$ cat config.mk
export PLATFORM = sky130hd
export DESIGN_NAME = zmips_mem_arbiter
export DESIGN_NICKNAME = d
export VERILOG_FILES = /design/src/rtl/zmips_mem_arbiter.sv
export SDC_FILE = /design/constraint.sdc
export NUM_CORES = 1
export LEC_CHECK = 0
export CORE_ASPECT_RATIO = 1.4
export CORE_UTILIZATION = 62
export DETAILED_ROUTE_END_ITERATION = 12
export DONT_BUFFER_PORTS = 1
export PLACE_DENSITY = 0.78
export SKIP_LAST_GASP = 1
export SLEW_MARGIN = 20
export SYNTH_ARGS = -nofsm -noshare
export SYNTH_HDL_FRONTEND = slang
export SYNTH_SLANG_ARGS = --single-unit
$ cat constraint.sdc
create_clock -name clk -period 2.8 [get_ports clk]
set_input_delay 0.14 -clock clk [delete_from_list [all_inputs] [get_ports clk]]
set_output_delay 0.14 -clock clk [all_outputs]
set_load 0.01 [all_outputs]
$ cat src/rtl/zmips_mem_arbiter.sv
// rtl/zmips_mem_arbiter.sv - shares one memory port between fetch and load/store with a timeout watchdog
// Optional round-robin arbitration when ZMIPS_ARB_FAIR_EN is defined; fixed data-over-fetch priority otherwise.
module zmips_mem_arbiter #(
  parameter int AW      = 32,
  parameter int DW      = 32,
  parameter int TIMEOUT = 255
) (
  input  logic          clk,
  input  logic          rst,
  input  logic          i_req,
  input  logic [AW-1:0] i_addr,
  output logic [DW-1:0] i_data,
  output logic          i_ready,
  input  logic          d_rd,
  input  logic          d_wr,
  input  logic [AW-1:0] d_addr,
  input  logic [DW-1:0] d_data_o,
  output logic [DW-1:0] d_data_i,
  output logic          d_ready,
  output logic [AW-1:0] m_addr,
  output logic [DW-1:0] m_wdata,
  output logic          m_rd,
  output logic          m_wr,
  input  logic [DW-1:0] m_rdata,
  input  logic          m_ack,
  output logic          err
);

  typedef enum logic [1:0] {IDLE, IBUSY, DBUSY} state_t;

  localparam logic [15:0] TMO = 16'(TIMEOUT);

  state_t      state;
  logic [15:0] cnt;
  logic        i_elig;
  logic        d_elig;
  logic        grant_i;
  logic        grant_d;

  // A requester whose ready is high this cycle may still be dropping its request.
  assign i_elig = i_req && !i_ready;
  assign d_elig = (d_rd || d_wr) && !d_ready;

`ifdef ZMIPS_ARB_FAIR_EN
  logic last_grant;  // 0: fetch won last, 1: data won last

  assign grant_d = d_elig && (!i_elig || !last_grant);
`else
  assign grant_d = d_elig;
`endif
  assign grant_i = i_elig && !grant_d;

  always_ff @(posedge clk or negedge rst) begin
    if (!rst) begin
      state    <= IDLE;
      cnt      <= '0;
      i_data   <= '0;
      d_data_i <= '0;
      m_addr   <= '0;
      m_wdata  <= '0;
      m_rd     <= 1'b0;
      m_wr     <= 1'b0;
      i_ready  <= 1'b0;
      d_ready  <= 1'b0;
      err      <= 1'b0;
`ifdef ZMIPS_ARB_FAIR_EN
      last_grant <= 1'b0;
`endif
    end else begin
      i_ready <= 1'b0;
      d_ready <= 1'b0;
      err     <= 1'b0;
      case (state)
        IDLE: begin
          if (grant_d) begin
            m_addr  <= d_addr;
            m_wdata <= d_data_o;
            m_wr    <= d_wr;
            m_rd    <= !d_wr;
            cnt     <= '0;
            state   <= DBUSY;
`ifdef ZMIPS_ARB_FAIR_EN
            last_grant <= 1'b1;
`endif
          end else if (grant_i) begin
            m_addr  <= i_addr;
            m_wdata <= d_data_o;
            m_wr    <= 1'b0;
            m_rd    <= 1'b1;
            cnt     <= '0;
            state   <= IBUSY;
`ifdef ZMIPS_ARB_FAIR_EN
            last_grant <= 1'b0;
`endif
          end
        end
        IBUSY, DBUSY: begin
          if (m_ack) begin
            m_rd  <= 1'b0;
            m_wr  <= 1'b0;
            state <= IDLE;
            if (state == IBUSY) begin
              i_data  <= m_rdata;
              i_ready <= 1'b1;
            end else begin
              if (!m_wr) d_data_i <= m_rdata;
              d_ready <= 1'b1;
            end
          end else if (cnt == TMO) begin
            // Abort: complete the handshake with err but leave the data registers alone.
            m_rd  <= 1'b0;
            m_wr  <= 1'b0;
            err   <= 1'b1;
            state <= IDLE;
            if (state == IBUSY) i_ready <= 1'b1;
            else                d_ready <= 1'b1;
          end else begin
            cnt <= cnt + 16'd1;
          end
        end
        default: state <= IDLE;
      endcase
    end
  end

endmodule

==> impl_metrics.csv <==
group,metric,value,unit
setup_path,startpoint,"state[1]",
logic_synthesis,syn_avg_cell_area,10.8,um^2
cells_and_area,areaGrowthSynthToFinish,29.4,%
clocking,clk_pin_slew,0.07,ns
outcome,status,"finished, violations left",
setup_path,cp_data_arrival_time,2.99,ns
cells_and_area,fin_nets,859,
die,die_x,88.8,um
setup_path,reg2reg_slack,0.15,ns
die,core_area,10300,um^2
logic_synthesis,synthArstFlopShare,100,%
setup_path,crit_top_cell,"inv_1",
sta,max_freq,0.378,GHz
die,rows,44,
clocking,htree_levels,4,
cells_and_area,drive_above_1_share,16.1,%
drt,wl_per_cell,22.9,um
setup_path,path_buf_inv,4,
cells_and_area,final_cell_area,8470,um^2
die,die-height,124,um
drt,wirelength,20000,um
logic_synthesis,ys_types,53,
flow_run,drv_cap,0,
logic_synthesis,syn_nets,742,
logic_synthesis,synth_area_leader_cell,"dfrtp_1",
drt,dr.pass1.iters,6,
outcome,failed_checks,"hold timing",
clocking,post_cts_buffers,0,
logic_synthesis,synth_edf_count,0,
setup_path,critical_path_class,"register to register",
grt,grt.total_usage,36.3,%
grt,overflow,0,
clocking,cts.sinks,151,
power_and_ir_drop,leakagePower,0.00370,uW
grt,grt_max_degree,152,
placed_design,numPortBuffers,0,
setup_path,critPathMaxFanout,66,
placed_design,place_hpwl,10700,um
grt,first_global_vias,5576,
logic_synthesis,netlist_area,6540,um^2
clocking,clk_latency,0.42,ns
drt,route.antenna.remaining_nets,0,
clocking,cts_tree,"built",
setup_path,crit_family,"buffers and inverters",
logic_synthesis,synthTopCellsByArea,"dfrtp_1, mux2_2, nand2_1, a31oi_1, nor2_1",
logic_synthesis,synth_top_area_share,57.8,%
sta,grt_setup_unrepaired,"false",
setup_path,cp_slowest_stage_delay,0.58,ns
die,io_pins,267,
power_and_ir_drop,power.total,10200,uW
grt,grt_pass1_wl,29100,um
logic_synthesis,synth-seq-area-share,57.8,%
grt,antenna_found_initial,1,
logic_synthesis,yosysWarningCount,0,
drt,via_count,5485,
setup_path,slowest_stage,"dlygate4sd3_1",
placed_design,place.gp.congestion,0.858,
clocking,clockBufferDepth,2,
sta,min_period_over_period,94.5,%
drt,drc,0,
clocking,cts_root_buffer,"clkbuf_16",
sta,setup_viol,0,
die,dieArea,11000,um^2
placed_design,dp_worst_setup_slack,0.408,ns
sta,hold_slack,-0.587,ns
drt,via_per_inst,6.28,
clocking,hold_buffers,129,
power_and_ir_drop,powerDensity,1200,nW/um^2
sta,period_needed,2.65,ns
sta,final_max_slew_viol_count,0,
setup_path,r2r_start,"state[1]",
placed_design,dpl_cell_area,6590,um^2
setup_path,critPathLaunchType,"register",
drt,first_iter_violations,381,
hold_path,holdCritPathClass,"input port to async pin",
sta,slew_headroom,53.3,%
setup_path,cp_data_required_time,3.15,ns
clocking,numCtsBuffers,17,
sta,hold_viol_final,151,
logic_synthesis,synth_ff_type,"dfrtp_1",
sta,fin_skew,0.0113,ns
sta,max_slew.worst_pin.slew,0.699,ns
logic_synthesis,yosys-top-cells-count,"nand2_1, dfrtp_1, mux2_2",
cells_and_area,n_fill_cell,520,
logic_synthesis,synth_cells,605,
die,start_util,63.6,%
logic_synthesis,yosysMostFrequentCell,"nand2_1",
sta,layout_setup_ws,0.154,ns
sta,tns,0,ns
power_and_ir_drop,peakVddDrop,1.01,mV
logic_synthesis,ys_seq_elements,151,
setup_path,end_kind,"register",
setup_path,path_cells,"inv_1 > ha_1 > inv_1 > a21oi_4 > buf_6 > nor2_1 > a31oi_1 > dlygate4sd3_1",
==> worst paths after layout <==
kind / to / depth (start not counted)
worst max-delay path: m_addr[24] / 8
worst min-delay path: i_data[11] / 0
worst max register to register: m_addr[24] / 8
worst min register to register: state[1] / 1
max in group asynchronous: m_wdata[9] / 0
min in group clk: m_rd / 3
==> metrics by stage <==
stage	cells	utilization (%)
3_5_place_dp	712	64.0
3_3_place_gp	712	64.0
6_report	874	82.2
4_1_cts	873	82.2
5_1_grt	874	82.2
2_1_floorplan	605	-
==> logic make-up (layout without fill, tap and decap cells) <==
logic type,Yosys count,after routing,share of synthesized area (%)
compound gates,95,95,10.9
other cells,0,1,0
fa+ha+maj,3,3,0.574
buf+inv,51,181,3.77
simple gates,241,241,16.0
flops,151,151,57.8
mux,64,64,11.0
==> cell usage in the layout (no fill, tap or decap), types with 2 or more instances in the layout <==
cell type / n
nand2_1: 169
dfrtp_1: 151
dlygate4sd3_1: 129
mux2_2: 63
a31oi_1: 48
nor2_1: 39
clkbuf_16: 17
inv_1: 11
nand4_1: 8
buf_4: 7
nand3_1: 6
o211ai_1: 6
nand2b_1: 4
o31ai_1: 4
a41o_1: 4
a41oi_1: 4
clkinvlp_4: 4
o21ai_2: 3
ha_1: 3
inv_6: 3
clkbuf_8: 3
nor4_4: 2
and4_4: 2
nor2b_1: 2
a32o_1: 2
o31a_1: 2
o41ai_1: 2
o41a_1: 2
a31oi_2: 2
o21ai_0: 2
a21oi_1: 2
clkinv_2: 2
==> registers in the layout, indices dropped and copies added, names as in the netlist <==
signal and count:
state 2, cnt 16, i_ready 1, d_data_i 32
m_wdata 32, d_ready 1, i_data 32, m_addr 32
m_wr 1, m_rd 1, err 1
==> cell type report <==
type	count	area [um^2]	area share, %
diodes	1	2.50	0.0296
clock buffers	20	467	5.51
well taps	138	173	2.04
repair buffers	137	1360	16.0
inverters	12	45.0	0.532
flip-flops and latches	151	3780	44.6
clock inverters	12	116	1.37
multi-input cells	403	2530	29.9
==> what timing repair did <==
action,CTS,global route
resized for setup,0,1
setup endpoints to repair,0,21
hold endpoints to repair,283,151
==> routing by layer <==
metal / up-vias / GRT usage (%) / share of wire, %
li1: 2341 / - / -
met1: 2692 / 39.2 / 34
met2: 361 / 61.5 / 51
met3: 91 / 13.4 / 9.9
met4: 0 / 18.6 / 4.8
met5: - / 0 / 0
==> where the power goes <==
part / internal [uW] / switching [uW] / total [uW]
logic: 1610 / 1710 / 3320
clock network: 1310 / 930 / 2240
registers: 3220 / 1410 / 4620
total: 6130 / 4040 / 10200
No activity file was read; power rests on OpenSTA's default activity.
